`config.mk`:
```
export PLATFORM = sky130hd
export DESIGN_NAME = score_disp_ctrl
export DESIGN_NICKNAME = d
export VERILOG_FILES = /design/src/rtl/score_disp_ctrl_pkg.sv /design/src/rtl/score_disp_ctrl_digit.sv /design/src/rtl/score_disp_ctrl.sv
export SDC_FILE = /design/constraint.sdc
export NUM_CORES = 1
export LEC_CHECK = 0
export BUFFER_PORTS_ARGS = -buffer_cell sky130_fd_sc_hd__buf_2
export CAP_MARGIN = 20
export CORE_MARGIN = 3
export CORE_UTILIZATION = 56
export CTS_CLUSTER_SIZE = 14
export DETAILED_ROUTE_END_ITERATION = 16
export PLACE_DENSITY = 0.84
export RECOVER_POWER = 100
export SYNTH_ARGS = -nofsm -noshare
export SYNTH_HDL_FRONTEND = slang
export SYNTH_SLANG_ARGS = --single-unit
export TNS_END_PERCENT = 50
```
`constraint.sdc`:
```
create_clock -name CLK -period 3.9 [get_ports CLK]
set_input_delay 0 -clock CLK [delete_from_list [all_inputs] [get_ports CLK]]
set_output_delay 0 -clock CLK [all_outputs]
set_load 0.05 [all_outputs]
```
`src/rtl/score_disp_ctrl_pkg.sv`:
```
// Shared definitions for the score counter / multiplexed 7-segment display:
// segment encoding, blank code, parameter legal limits and BCD helpers.
package score_disp_ctrl_pkg;

    typedef logic [3:0] bcd_t;

    typedef enum logic {
        OVF_WRAP = 1'b0,
        OVF_SAT  = 1'b1
    } ovf_mode_e;

    // Parameter legal limits
    localparam int unsigned NUM_DIGITS_MIN = 1;
    localparam int unsigned NUM_DIGITS_MAX = 8;
    localparam int unsigned STROBE_DIV_MIN = 2;
    localparam int unsigned WIN_SCORE_MIN  = 1;

    // Active-low code that turns every segment and the dot off
    localparam logic [7:0] SEG_BLANK = 8'hFF;

    // Active-low segment table, bit 7 = dot (kept off), bits 6:0 = g..a
    function automatic logic [7:0] seg_encode(input bcd_t d);
        logic [7:0] seg;
        case (d)
            4'd0:    seg = 8'b1100_0000;
            4'd1:    seg = 8'b1111_1001;
            4'd2:    seg = 8'b1010_0100;
            4'd3:    seg = 8'b1011_0000;
            4'd4:    seg = 8'b1001_1001;
            4'd5:    seg = 8'b1001_0010;
            4'd6:    seg = 8'b1000_0010;
            4'd7:    seg = 8'b1111_1000;
            4'd8:    seg = 8'b1000_0000;
            4'd9:    seg = 8'b1001_0000;
            default: seg = SEG_BLANK;
        endcase
        return seg;
    endfunction

    // Largest score representable with nd BCD digits
    function automatic int unsigned win_score_max(input int unsigned nd);
        int unsigned m;
        m = 1;
        for (int unsigned i = 0; i < nd; i++) begin
            m = m * 10;
        end
        return m - 1;
    endfunction

    // Binary to packed BCD, up to NUM_DIGITS_MAX digits, units in [3:0]
    function automatic logic [31:0] to_bcd(input int unsigned value);
        logic [31:0] r;
        int unsigned v;
        r = '0;
        v = value;
        for (int unsigned i = 0; i < NUM_DIGITS_MAX; i++) begin
            r[4*i +: 4] = 4'(v % 10);
            v = v / 10;
        end
        return r;
    endfunction

endpackage

```
`src/rtl/score_disp_ctrl_digit.sv`:
```
// Single decade (0..9) counter stage of the BCD score chain.
module bcd_digit_cnt
    import score_disp_ctrl_pkg::*;
(
    input  logic clk_i,
    input  logic rst_i,
    input  logic clear_i,
    input  logic carry_i,
    input  logic hold_i,
    output bcd_t digit_o,
    output logic carry_o
);

    bcd_t digit_q;
    bcd_t digit_d;

    // Next digit: advance on carry-in unless the whole score is saturated
    always_comb begin
        digit_d = digit_q;
        if (carry_i && !hold_i) begin
            digit_d = (digit_q == 4'd9) ? 4'd0 : digit_q + 4'd1;
        end
    end

    // Digit register; reset beats clear, clear beats counting
    always_ff @(posedge clk_i) begin
        if (rst_i) begin
            digit_q <= '0;
        end else if (clear_i) begin
            digit_q <= '0;
        end else begin
            digit_q <= digit_d;
        end
    end

    assign digit_o = digit_q;
    assign carry_o = carry_i && (digit_q == 4'd9);

endmodule

```
`src/rtl/score_disp_ctrl.sv`:
```
// Snake score keeper: edge-detected BCD score counter with win/overflow
// flags, driving a time-multiplexed active-low 7-segment display.
module score_disp_ctrl
    import score_disp_ctrl_pkg::*;
#(
    parameter int unsigned NUM_DIGITS = 4,
    parameter int unsigned STROBE_DIV = 100000,
    parameter int unsigned WIN_SCORE  = 10,
    parameter int unsigned SAT_MODE   = 0,
    parameter int unsigned BLANK_LZ   = 1
) (
    input  logic                    CLK,
    input  logic                    RESET,
    input  logic                    TARGET_ATE,
    input  logic                    CLEAR,
    output logic [4*NUM_DIGITS-1:0] SCORE_BCD,
    output logic                    WIN,
    output logic                    OVF,
    output logic [NUM_DIGITS-1:0]   SEG_SELECT_OUT,
    output logic [7:0]              HEX_OUT
);

    localparam int unsigned CNT_W = (STROBE_DIV > 1) ? $clog2(STROBE_DIV) : 1;
    localparam int unsigned IDX_W = (NUM_DIGITS > 1) ? $clog2(NUM_DIGITS) : 1;
    localparam ovf_mode_e   MODE  = (SAT_MODE != 0) ? OVF_SAT : OVF_WRAP;
    // Score one below the win score: WIN rises as this value is incremented,
    // so it lands on the same edge as the score reaching WIN_SCORE.
    localparam logic [31:0] WIN_PREV_BCD = to_bcd(WIN_SCORE - 1);

    logic                    ate_q;
    logic                    inc;
    logic                    top_carry;
    logic                    sat_hold;
    logic [4*NUM_DIGITS-1:0] score;
    logic                    win_q;
    logic                    ovf_q;

    assign inc       = TARGET_ATE && !ate_q;
    assign top_carry = g_digit[NUM_DIGITS-1].cout;
    assign sat_hold  = (MODE == OVF_SAT) && top_carry;

    // Decade counter chain; carry ripples combinationally within one cycle
    for (genvar i = 0; i < NUM_DIGITS; i++) begin : g_digit
        logic cin;
        logic cout;
        bcd_t digit;

        if (i == 0) begin : g_first
            assign cin = inc;
        end else begin : g_next
            assign cin = g_digit[i-1].cout;
        end

        bcd_digit_cnt u_cnt (
            .clk_i   (CLK),
            .rst_i   (RESET),
            .clear_i (CLEAR),
            .carry_i (cin),
            .hold_i  (sat_hold),
            .digit_o (digit),
            .carry_o (cout)
        );

        assign score[4*i +: 4] = digit;
    end

    // Edge register and sticky win / one-cycle overflow flags
    always_ff @(posedge CLK) begin
        if (RESET) begin
            ate_q <= 1'b0;
            win_q <= 1'b0;
            ovf_q <= 1'b0;
        end else begin
            ate_q <= TARGET_ATE;
            if (CLEAR) begin
                win_q <= 1'b0;
                ovf_q <= 1'b0;
            end else begin
                win_q <= win_q || (inc && (score == WIN_PREV_BCD[4*NUM_DIGITS-1:0]));
                ovf_q <= top_carry && (MODE == OVF_WRAP);
            end
        end
    end

    logic [CNT_W-1:0]      cnt_q;
    logic [CNT_W-1:0]      cnt_d;
    logic [IDX_W-1:0]      idx_q;
    logic [IDX_W-1:0]      idx_d;
    logic [NUM_DIGITS-1:0] seg_q;
    logic [NUM_DIGITS-1:0] seg_d;
    logic [7:0]            hex_q;
    logic [7:0]            hex_d;
    logic [NUM_DIGITS-1:0] blank;
    logic                  zero_above;
    bcd_t                  sel_digit;
    logic                  sel_blank;

    // Strobe prescaler/index next state, leading-zero mask and digit mux
    always_comb begin
        cnt_d      = cnt_q + CNT_W'(1);
        idx_d      = idx_q;
        zero_above = 1'b1;
        blank      = '0;
        sel_digit  = '0;
        sel_blank  = 1'b0;
        if (cnt_q == CNT_W'(STROBE_DIV - 1)) begin
            cnt_d = '0;
            idx_d = (idx_q == IDX_W'(NUM_DIGITS - 1)) ? '0 : idx_q + IDX_W'(1);
        end
        // Walk from the most significant digit down; digit 0 is never blanked
        for (int unsigned k = 0; k < NUM_DIGITS; k++) begin
            zero_above = zero_above && (score[4*(NUM_DIGITS-1-k) +: 4] == 4'd0);
            blank[NUM_DIGITS-1-k] = (BLANK_LZ != 0) && (k != NUM_DIGITS - 1) && zero_above;
        end
        for (int unsigned j = 0; j < NUM_DIGITS; j++) begin
            if (idx_d == IDX_W'(j)) begin
                sel_digit = score[4*j +: 4];
                sel_blank = blank[j];
            end
        end
        seg_d = ~(NUM_DIGITS'(1) << idx_d);
        hex_d = sel_blank ? SEG_BLANK : seg_encode(sel_digit);
    end

    // Select and segment registers both follow the upcoming index value
    always_ff @(posedge CLK) begin
        if (RESET) begin
            cnt_q <= '0;
            idx_q <= '0;
            seg_q <= ~NUM_DIGITS'(1);
            hex_q <= seg_encode(4'd0);
        end else begin
            cnt_q <= cnt_d;
            idx_q <= idx_d;
            seg_q <= seg_d;
            hex_q <= hex_d;
        end
    end

    assign SCORE_BCD      = score;
    assign WIN            = win_q;
    assign OVF            = ovf_q;
    assign SEG_SELECT_OUT = seg_q;
    assign HEX_OUT        = hex_q;

endmodule

```
Yosys cells after proc, flatten, opt, wreduce, memory -nomap -nowiden. Memories as Yosys holds them, arrays and structs flattened. Cells that the tools add are included.

Flip-flop bits (word level): 50. Bits in latches: 0. Memory bits (writable): 0. ROM bits: 112. Input bits: 4. Output and inout bits: 30. Logic and storage cells: 62. Memories kept: 1.

Memories: (no name shown) (words 16, bits a word 7, rd ports 1, clocked after memory_dff 0, write ports 0, RTL line score_disp_ctrl_pkg.sv:24) `case (d)`.

$add $sub $neg: 6. Multipliers: 0. Div/mod/pow operators: 0. $lt $le $gt $ge: 0. Eq/ne operators: 10. Shifts and indexed selects: 1. Mux-type cells: 14. Bitwise gates (word level): 1. Reduce and logical (&&, ||, !) cells: 17.

Operator list (number): $mux 4 (8); $add 17x1->17 const B (1); $eq 17x17->1 const B (1); $add 4x1->4 const B (4); $eq 16x4->1 const B (1); $eq 4x4->1 const B (4); $logic_not 4->1 (3); $logic_and 1x1->1 (8); $eq 2x2->1 const B (3); $mux 6 (1); $reduce_or 2->1 (3); $mux 2 (2); $not 4->4 (1); $shl 1x2->4 const A (1); $mux 1 (3); $add 2x1->2 const B (1); $eq 2x1->1 const B (1); $logic_not 2->1 (1); $logic_not 1->1 (1); $logic_or 1x1->1 (1).

Longest topological paths before layout. Gate-level depths: netlist (run 1). An unclocked memory read counts as a cell.

Depth after elaboration: 10. Depth in mapped cells: 12. Gate-level depth less buffers: 11.

Hierarchy. A second synthesis (run 1) with hierarchy kept.

Cells, all modules: 261. Area total of the unflattened synthesis: 2441.1 µm².

Modules (own cells, without submodules): score_disp_ctrl (times used 1, cells an instance 173, area each 1640.3 µm², sequential area each 660.6 µm²); bcd_digit_cnt (times used 4, cells an instance 22, area each 200.2 µm², sequential area each 80.1 µm²).

Worst setup path after synthesis (run 1). No wires, ideal clock.

Kind: flip-flop to flip-flop. From: reg cnt_q[0]. To: reg hex_q[4], in the netlist HEX_OUT[4]. Library setup time: 120 ps. Data arrival time: 2710 ps. Data required time: 3780 ps. Slack: 1070 ps. Cell stages (with the launch flop): 13. Buffers on the path: 1. Clock period less this slack: 2830 ps. Cell sequence: dfxtp_1 > ha_1 > and4_1 > nand4_4 > mux2i_4 > buf_4 > mux2i_1 > mux2i_4 > inv_1 > ha_1 > inv_1 > mux2_1 > o31a_1.

Longest elaborated chain between the ends: 9. Elaborated cells between the ends (all ways): 15. Classes of those cells: eq/ne: 4; mux: 9; reduce/logical: 1; memory: 1.

Ends and longest elaborated chain: start: declaration (RTL line score_disp_ctrl.sv:85) `logic [CNT_W-1:0] cnt_q;`; start signal: assignment (RTL line score_disp_ctrl.sv:133) `cnt_q <= cnt_d;`; $eq 17x17->1 (*) (RTL line score_disp_ctrl.sv:106) `if (cnt_q == CNT_W'(STROBE_DIV - 1)) begin`; $mux 2 (*) (RTL line score_disp_ctrl.sv:106); $logic_not 2->1 (RTL line score_disp_ctrl.sv:116) `if (idx_d == IDX_W'(j)) begin`; $mux 4 (4 in a row) (RTL line score_disp_ctrl.sv:116); $mem_v2 16x7; $mux 6 (*) (RTL line score_disp_ctrl.sv:122) `hex_d = sel_blank ? SEG_BLANK : seg_encode(sel_digit);`; end signal: assignment (RTL line score_disp_ctrl.sv:131) `hex_q <= seg_encode(4'd0);`; end: declaration (RTL line score_disp_ctrl.sv:91) `logic [7:0] hex_q;`.

Every way passes the cells marked *; elsewhere a longest branch is shown, timed or not. A chain may end at the register's enable or synchronous reset.

Final worst setup path (run 1).
From: reg cnt_q[0]. To: reg hex_q[0], in the netlist HEX_OUT[0].

Same word-level chain as after synthesis.

==> impl_metrics.py, run 1 <==
metrics = {
    "final_layout": {
        "layout.nets": 301,
        "area_growth_pct": 8.673,
        "utilization_pct": 64.14,
        "layout-drive-gt1-share_pct": 6.186,
        "num_antenna_cells": 0,
    },
    "critical_path": {
        "reg2reg_depth": 8,
        "cp_slowest_cell": "mux2i_1",
        "worstPathMaxFanout": 14,
        "criticalPathCategory": "reg -> reg",
        "r2r-end": "HEX_OUT[0]",
        "start_kind": "flop",
        "cp-end-kind": "flop",
        "slowest_delay_ps": 670,
        "reg2reg_slack_ps": 640,
        "critPathArrivalTime_ps": 3470,
        "r2r_start": "cnt_q[0]",
        "crit_chain": "ha_1 -> and4_1 -> nand4_1 -> mux2i_4 -> mux2i_1 -> mux2i_1 -> nor3_1 -> a311oi_1",
        "critPathRequiredTime_ps": 4110,
        "path_common_cell": "mux2i_1",
    },
    "floorplanning": {
        "io_pins": 34,
        "fp.dieW_um": 71.40,
        "rows": 23,
        "dieArea_sq_um": 5097,
        "start_util_pct": 59.02,
        "core_sq_um": 4058,
        "die_h_um": 71.40,
    },
    "timing": {
        "tightest_slew_ps": 811.1,
        "max_freq_mhz": 306.6,
        "setup_viol": 0,
        "rsz0062_at_grt": "false",
        "setup_slack_ps": 638.9,
        "worst_clock_skew_ps": 7.574,
        "setup_tns_ps": 0,
        "post-route-period-util_pct": 83.62,
        "maxSlewHeadroom_pct": 44.38,
        "final_max_slew_viol_count": 0,
        "hold_viol_final": 0,
        "fin_crit_ps": 3261,
    },
    "synthesis": {
        "synthAdderAreaFrac_pct": 3.657,
        "synth_compound_area_share_pct": 8.621,
        "synth.area.mux_share_pct": 9.352,
        "synth.ff_latch_count": 49,
        "netlist_instances": 262,
        "synth_top_family_by_area": "simple AND/OR/NAND/NOR gates",
        "synth_nets": 273,
        "yosys.area_share.simple_pct": 26.65,
        "netlist.area_leader.share_pct": 40.96,
        "synth-xor-area-share_pct": 6.949,
        "syn_area_sq_um": 2395,
        "ys_types": 41,
        "synth_top_area_cell": "dfxtp_1",
        "ys_top_cells_by_area": "dfxtp_1 (41%), mux2i_1 (5.4%), nor2_1 (5.2%)",
        "ys_seq_area_share_pct": 40.96,
        "synth_warnings": 0,
        "avgSynthCellArea_sq_um": 9.140,
    },
    "power_and_ir_drop": {
        "vdd_drop_max_mv": 0.2560,
        "pwr-share-clk_pct": 34.8,
        "p_switching_mw": 0.1951,
        "pwr-share-seq_pct": 60.7,
        "share_comb_of_total_power_pct": 4.4,
        "p_leak_nw": 0.9601,
        "p_int_mw": 0.6441,
        "switching_share_pct": 23.25,
        "pwr_density_cell_nw_per_um2": 322.5,
    },
    "hold_path": {
        "min_to": "cnt_q[4]",
        "hp-class": "in -> reg",
        "min_path_cells": 2,
        "min_from": "RESET",
    },
    "placed_design": {
        "place_ws_ps": 785.7,
        "port_buffers": 32,
        "place_hpwl_um": 3457,
        "place_congestion": 0.8156,
    },
    "cts": {
        "cts_tree": "built",
        "clk_latency_ps": 300,
        "h-tree-depth": 2,
        "cts_made_buffers": 5,
        "cts_hold_buf": 1,
        "clock-root-buffer": "clkbuf_8",
        "clk_pin_slew_ps": 90,
        "cts_setup_buffers": 0,
        "cts_resized": 0,
        "clock_sinks": 49,
        "clockBufferDepth": 2,
    },
    "routing": {
        "via_count": 1932,
        "drt_iter0_drc": 85,
        "ant_nets": 0,
        "wl_per_cell_um": 13.38,
        "drt-total-wl_um": 4564,
        "dr.pass1.iters": 4,
        "drc": 0,
        "via_per_inst": 5.666,
    },
    "job": {
        "cap_violations": 0,
    },
    "global_route": {
        "grt_pass1_wl_um": 7866,
        "antenna_found_initial": 0,
        "grtUsageTotal_pct": 19.13,
        "grt_overflow": 0,
        "grt_pass1_vias": 1710,
        "grt_max_degree": 19,
    },
    "status": {
        "run_status": "complete, no violations",
    },
}
cells by family after synthesis:
logic type	count (synthesis)
simple gates	111
flops	49
compound gates	36
buf+inv	21
xor+xnor	19
mux	18
fa+ha+maj	7
other cells	1
placed cells by master, fill, tap and decap left out, drive strengths merged, types with 9 or more instances in the layout:
master   n
nand3   10
xnor2    9
a21oi   14
nor2    33
inv     10
dfxtp   49
nor2b   11
clkbuf  36
mux2i   16
nand2   11
o21ai   12
xor2    10
layer usage:
layer,vias to the layer above,track usage (%),part of all wire [%]
met2,39,31.53,49
met4,0,6.263,1.5
met1,922,24.89,45
met3,8,4.208,4.2
li1,963,-,-
met5,-,0,0
state kept, by name, summed over array words and instances (netlist names):
register,count
cnt_q,17
g_digit.u_cnt.digit_o,16
HEX_OUT,7
SEG_SELECT_OUT,4
idx_q,2
OVF,1
WIN,1
ate_q,1
final cells by class:
type | instances | area, sq um
clock buffers | 6 | 72.57
clock inverters | 2 | 13.76
fillers | 379 | 1455
inverters | 9 | 33.78
multi-input cells | 192 | 1306
flip-flops and latches | 49 | 980.9
well taps | 50 | 62.56
repair buffers | 33 | 132.6
worst max-delay path by stage:
stage / from / slack (ps) / cells after the start / to
2_1_floorplan: cnt_q[0] / 1070 / 12 / HEX_OUT[4]
3_3_place_gp: cnt_q[0] / 960 / 11 / HEX_OUT[4]
3_5_place_dp: cnt_q[0] / 790 / 11 / HEX_OUT[4]
4_1_cts: cnt_q[0] / 770 / 11 / HEX_OUT[4]
5_1_grt: cnt_q[0] / 260 / 8 / HEX_OUT[0]
6_report: cnt_q[0] / 640 / 8 / HEX_OUT[0]
synthesized netlist by cell type (all sizes together):
| library cell | n |
|---|---|
| conb | 1 |
| nand2b | 6 |
| nor4 | 4 |
| o21ai | 12 |
| nand2 | 11 |
| a21oi | 14 |
| nor2b | 11 |
| xor2 | 10 |
| and4 | 4 |
| nor3 | 7 |
| nor2 | 33 |
| inv | 9 |
| nand3 | 10 |
| nand4bb | 1 |
| a211oi | 3 |
| o21a | 1 |
| nor4bb | 1 |
| a31oi | 2 |
| and4bb | 2 |
| buf | 3 |
| ha | 7 |
| xnor2 | 9 |
| a22oi | 1 |
| mux2 | 2 |
| dfxtp | 49 |
| nand4 | 4 |
| or3 | 6 |
| clkbuf | 9 |
| a311oi | 2 |
| or2 | 2 |
| and2 | 2 |
| o31a | 1 |
| nor3b | 5 |
| mux2i | 16 |
| and3 | 1 |
| nor4b | 1 |
worst max-delay path, delay by kind of cell, from the launching register on:
kind	cells	cell delay, ps
multiplexers	3	1390
AO/OA/AOI/OAI	1	310
adder cells (fa/ha/maj)	1	220
flip-flops	1	400
AND/OR/NAND/NOR	3	850
power by group through the flow:
stage	Sequential (mW)	Combinational (mW)	Clock, mW
after floorplan	0.528	0.0229	0
after global placement	0.521	0.0368	0
after detailed placement	0.522	0.0375	0
after CTS	0.510	0.0385	0.300
after global routing	0.511	0.0416	0.326
final	0.510	0.0373	0.292
per-stage QoR:
stage | hold slack, ps | total power [mW] | instances | instance area (sq um)
finish | 47.65 | 0.8392 | 341 | 2603
global route | 65.30 | 0.8785 | 341 | 2603
CTS | 47.62 | 0.8481 | 341 | 2660
detailed placement | 255.4 | 0.5590 | 332 | 2564
global placement | 254.5 | 0.5577 | 332 | 2564
floorplan | 71.61 | 0.5509 | 262 | 2395
Power figures use the tool's default switching activity.
==> run 2: changes to the inputs <==
==> constraint.sdc (replaced) <==
create_clock -name CLK -period 3.38 [get_ports CLK]
set_input_delay 0 -clock CLK [delete_from_list [all_inputs] [get_ports CLK]]
set_output_delay 0 -clock CLK [all_outputs]
set_load 0.05 [all_outputs]
==> run 2 against run 1 <==
Compared with the run above:
- fmax up 4.3%
- sequential share of layout area down 0.68 points
- sequential cell count did not move
- clock-buffer cell count unchanged
- critical endpoint is now HEX_OUT[4]
- non-clock buffer count rose by 2
- first-iteration DRC count is 24% lower
- clock power up 50%
- clock skew grew 5.9 ps
- design area is 1.8% higher
- via count fell by 2.3%
- global-route usage fell by 0.082 points
- routed wire length increased by 0.26%
==> impl_metrics.py, run 2 (synthesis results as in run 1) <==
metrics = {
    "timing": {
        "tightest_slew_ps": 604.1,
        "rsz0062_at_grt": "false",
        "worst_clock_skew_ps": 13.47,
        "max_freq_mhz": 319.9,
        "setup_tns_ps": 0,
        "maxSlewHeadroom_pct": 59.90,
        "fin_crit_ps": 3126,
        "holdWs_ps": 28.60,
        "post-route-period-util_pct": 92.49,
        "final_max_slew_viol_count": 0,
        "hold_viol_final": 0,
        "setup_viol": 0,
    },
    "routing": {
        "via_per_inst": 5.501,
        "wl_per_cell_um": 13.34,
        "drc": 0,
        "ant_nets": 0,
        "dr.pass1.iters": 4,
        "drt_iter0_drc": 65,
        "via_count": 1887,
        "drt-total-wl_um": 4576,
    },
    "floorplanning": {
        "io_pins": 34,
        "dieArea_sq_um": 5097,
        "start_util_pct": 59.02,
        "die_h_um": 71.40,
        "core_sq_um": 4058,
        "rows": 23,
        "fp.dieW_um": 71.40,
    },
    "final_layout": {
        "layout.nets": 303,
        "regMostFlops": "cnt_q",
        "layout_commonest_cell": "dfxtp_1",
        "largest_register_ffs": 17,
        "area_growth_pct": 10.66,
        "layout-drive-gt1-share_pct": 6.826,
        "num_antenna_cells": 0,
        "stdcell_count": 343,
        "layout_common_cells": "dfxtp_1 (49), nor2_1 (33), clkbuf_1 (31)",
    },
    "power_and_ir_drop": {
        "power_mw": 1.068,
        "vdd_drop_max_mv": 0.2356,
        "p_leak_nw": 0.9990,
        "pwr_density_cell_nw_per_um2": 403.0,
    },
    "critical_path": {
        "criticalPathCategory": "reg -> reg",
        "reg2reg_slack_ps": 250,
        "cpLargestDelayFamily": "multiplexers",
        "cp_slowest_cell": "mux2i_4",
        "start_kind": "flop",
        "critPathArrivalTime_ps": 3330,
        "crit_chain": "ha_1 -> and4_1 -> nand4_4 -> mux2i_4 -> mux2i_1 -> mux2i_1 -> inv_1 -> ha_1 -> inv_1 -> mux2_1 -> o31a_1",
        "critPathRequiredTime_ps": 3580,
        "r2r_start": "cnt_q[0]",
        "cp-end-kind": "flop",
        "worstSetupStartpoint": "cnt_q[0]",
        "slowest_delay_ps": 460,
        "worstPathMaxFanout": 13,
        "cp_num_buf_inv": 2,
    },
    "global_route": {
        "use_met3_pct": 5.330,
        "busiest_layer": "met2",
        "grtUsageTotal_pct": 19.05,
        "grt.met2_usage_pct": 32.24,
        "antenna_found_initial": 0,
        "met1_usage_pct": 23.42,
        "grt_max_degree": 19,
        "grt_overflow": 0,
        "grt_pass1_wl_um": 7948,
        "grt_pass1_vias": 1792,
    },
    "cts": {
        "cts_made_buffers": 5,
        "clk_latency_ps": 310,
        "clockBufferDepth": 2,
        "clock_sinks": 49,
        "h-tree-depth": 2,
        "clk_pin_slew_ps": 100,
        "clock-root-buffer": "clkbuf_8",
        "cts_tree": "built",
    },
    "job": {
        "cap_violations": 0,
    },
    "status": {
        "run_status": "complete, no violations",
    },
    "placed_design": {
        "port_buffers": 32,
        "place_hpwl_um": 3375,
        "place_congestion": 0.7805,
        "dp.cells": 333,
    },
    "hold_path": {
        "min_from": "RESET",
        "hp-class": "in -> reg",
    },
}
## run 2: power breakdown
part	switching [mW]	total [mW]	internal (mW)	leakage (nW)
clock network	0.196	0.437	0.241	0.0574
registers	0.00560	0.588	0.583	0.396
logic	0.0301	0.0427	0.0126	0.546
## run 2: final timing paths
path	endpoint	cells past startpoint
max	HEX_OUT[4]	11
max reg2reg	HEX_OUT[4]	11
min reg2reg	WIN	2
min	cnt_q[4]	2
## run 2: through the flow
stage / util, % / setup slack (ps) / area [sq um]
2_1_floorplan: - / 550.0 / 2395
4_1_cts: 66.57 / 174.2 / 2701
3_5_place_dp: 63.37 / 207.0 / 2571
6_report: 65.31 / 253.7 / 2650
3_3_place_gp: 63.37 / 416.0 / 2571
5_1_grt: 65.31 / 63.47 / 2650
## run 2: layout make-up
| class | count | area (sq um) |
|---|---|---|
| Fill cell | 351 | 1408 |
| Multi-Input combinational cell | 192 | 1309 |
| Sequential cell | 49 | 980.9 |
| Timing Repair Buffer | 35 | 143.9 |
| Clock buffer | 6 | 82.58 |
| Tap cell | 50 | 62.56 |
| Clock inverter | 2 | 37.54 |
| Inverter | 9 | 33.78 |
## run 2: metal layers
| layer | vias to the layer above | wire [um] | part of all wire [%] |
|---|---|---|---|
| li1 | 967 | - | - |
| met1 | 875 | 2060 | 45 |
| met5 | - | 0 | 0 |
| met2 | 41 | 2210 | 48 |
| met4 | 0 | 48 | 1.0 |
| met3 | 4 | 256 | 5.6 |
## run 2: repair_timing
| item | 4_1_cts | 5_1_grt |
|---|---|---|
| hold endpoints to repair | 1 | 0 |
| endpoints found under the setup margin | 0 | 1 |
| setup buffers | 0 | 1 |
| resized for setup | 0 | 0 |
| hold buffers | 1 | 0 |
==> run 3: changes to the inputs <==
--- a/config.mk
+++ b/config.mk
@@ -8,10 +8,10 @@
 export BUFFER_PORTS_ARGS = -buffer_cell sky130_fd_sc_hd__buf_2
 export CAP_MARGIN = 20
 export CORE_MARGIN = 3
-export CORE_UTILIZATION = 56
+export CORE_UTILIZATION = 37
 export CTS_CLUSTER_SIZE = 14
 export DETAILED_ROUTE_END_ITERATION = 16
-export PLACE_DENSITY = 0.84
+export PLACE_DENSITY = 0.62
 export RECOVER_POWER = 100
 export SYNTH_ARGS = -nofsm -noshare
 export SYNTH_HDL_FRONTEND = slang
==> run 3 against run 2 <==
Compared with the run above:
- fmax increased by 1.5%
- clock-buffer cell count increased by 1
- via count decreased by 1.8%
- first-iteration DRC count decreased by 3.1%
- non-clock buffer count decreased by 1
- design area increased by 0.99%
- final cell count increased by 7.0%
- combinational power about the same
- clock power decreased by 15%
- die area increased by 47%
- critical endpoint unchanged
- core utilization decreased by 21 points
==> impl_metrics.py, run 3 (synthesis results as in run 1) <==
metrics = {
    "cts": {
        "cts_hold_buf": 1,
        "clockBufferDepth": 2,
        "clock_sinks": 49,
        "cts_resized": 0,
        "cts_made_buffers": 5,
        "h-tree-depth": 2,
        "clk_latency_ps": 300,
        "cts_setup_buffers": 0,
        "clock-root-buffer": "clkbuf_8",
        "cts_tree": "built",
        "clk_pin_slew_ps": 90,
    },
    "floorplanning": {
        "rows": 28,
        "start_util_pct": 39.29,
        "io_pins": 34,
        "fp.dieW_um": 86.45,
        "die_h_um": 86.45,
        "core_sq_um": 6096,
        "dieArea_sq_um": 7474,
    },
    "job": {
        "cap_violations": 0,
    },
    "timing": {
        "fin_crit_ps": 3079,
        "hold_viol_final": 0,
        "tightest_slew_ps": 601.7,
        "rsz0062_at_grt": "false",
        "maxSlewHeadroom_pct": 59.89,
        "post-route-period-util_pct": 91.09,
        "holdWs_ps": 63.25,
        "final_max_slew_viol_count": 0,
        "setup_tns_ps": 0,
        "worst_clock_skew_ps": 11.75,
        "setup_viol": 0,
        "max_freq_mhz": 324.8,
    },
    "routing": {
        "ant_nets": 0,
        "via_count": 1853,
        "via_per_inst": 5.049,
        "dr.pass1.iters": 4,
        "wl_per_cell_um": 12.60,
        "drt_iter0_drc": 63,
        "drc": 0,
        "drt-total-wl_um": 4623,
    },
    "power_and_ir_drop": {
        "vdd_drop_max_mv": 0.1424,
        "pwr_density_cell_nw_per_um2": 374.0,
        "p_leak_nw": 0.9959,
        "power_mw": 1.001,
    },
    "final_layout": {
        "layout-drive-gt1-share_pct": 7.534,
        "largest_register_ffs": 17,
        "utilization_pct": 43.90,
        "fillCellCount": 636,
        "num_antenna_cells": 0,
        "layout_commonest_cell": "dfxtp_1",
        "regMostFlops": "cnt_q",
        "final_area_sq_um": 2676,
        "area_growth_pct": 11.76,
        "layout.nets": 302,
        "layout_common_cells": "dfxtp_1 (49), nor2_1 (33), clkbuf_1 (30)",
    },
    "global_route": {
        "grt_max_degree": 19,
        "grtUsageTotal_pct": 13.10,
        "grt_pass1_wl_um": 7921,
        "grt_overflow": 0,
        "antenna_found_initial": 0,
        "grt_pass1_vias": 1729,
    },
    "placed_design": {
        "place_hpwl_um": 3417,
        "placed_area_sq_um": 2603,
        "port_buffers": 32,
        "place_congestion": 0.7984,
    },
    "critical_path": {
        "cp-end-kind": "flop",
        "worstPathMaxFanout": 14,
        "critPathRequiredTime_ps": 3570,
        "criticalPathCategory": "reg -> reg",
        "start_kind": "flop",
        "reg2reg_slack_ps": 300,
        "critPathArrivalTime_ps": 3270,
    },
    "hold_path": {
        "hp-class": "in -> reg",
    },
    "status": {
        "run_status": "complete, no violations",
    },
}
## run 3: path summary, 6_finish.rpt
check        cells after the start  startpoint         end
min reg2reg                      1    cnt_q[0]    cnt_q[0]
min                              2       RESET    cnt_q[4]
max reg2reg                     11    cnt_q[0]  HEX_OUT[4]
max                             11    cnt_q[0]  HEX_OUT[4]
## run 3: area by class of cell
class	instances	area [sq um]	area share, %
multi-input cells	192	1326	49.56
flip-flops and latches	49	980.9	36.65
repair buffers	34	140.1	5.236
clock buffers	7	96.34	3.600
well taps	75	93.84	3.506
inverters	9	33.78	1.262
clock inverters	1	5.005	0.1870
## run 3: through the flow
stage,instances,setup WS (ps)
2_1_floorplan,262,550.0
6_report,367,301.3
3_3_place_gp,358,398.2
4_1_cts,367,263.2
5_1_grt,367,35.26
3_5_place_dp,358,276.6
## run 3: worst max-delay path, stage by stage (launching register included)
cell and delay, ps:
dfxtp_1 390, ha_1 220, and4_1 340, nand4_4 180, mux2i_4 510, mux2i_1 350
mux2i_4 150, inv_1 140, ha_1 160, inv_1 40, mux2_1 270, o31a_1 230
## run 3: metal layers
metal  global-route usage [%]  share of wire (%)
met5                        0                  0
met4                    4.391               0.63
met3                    4.087                4.9
met2                    20.38                 45
met1                    17.24                 49
## run 3: where the power goes
| group | internal [mW] | leakage (nW) | switching [mW] |
|---|---|---|---|
| registers | 0.583 | 0.396 | 0.00522 |
| clock network | 0.185 | 0.0542 | 0.185 |
| logic | 0.0126 | 0.546 | 0.0301 |
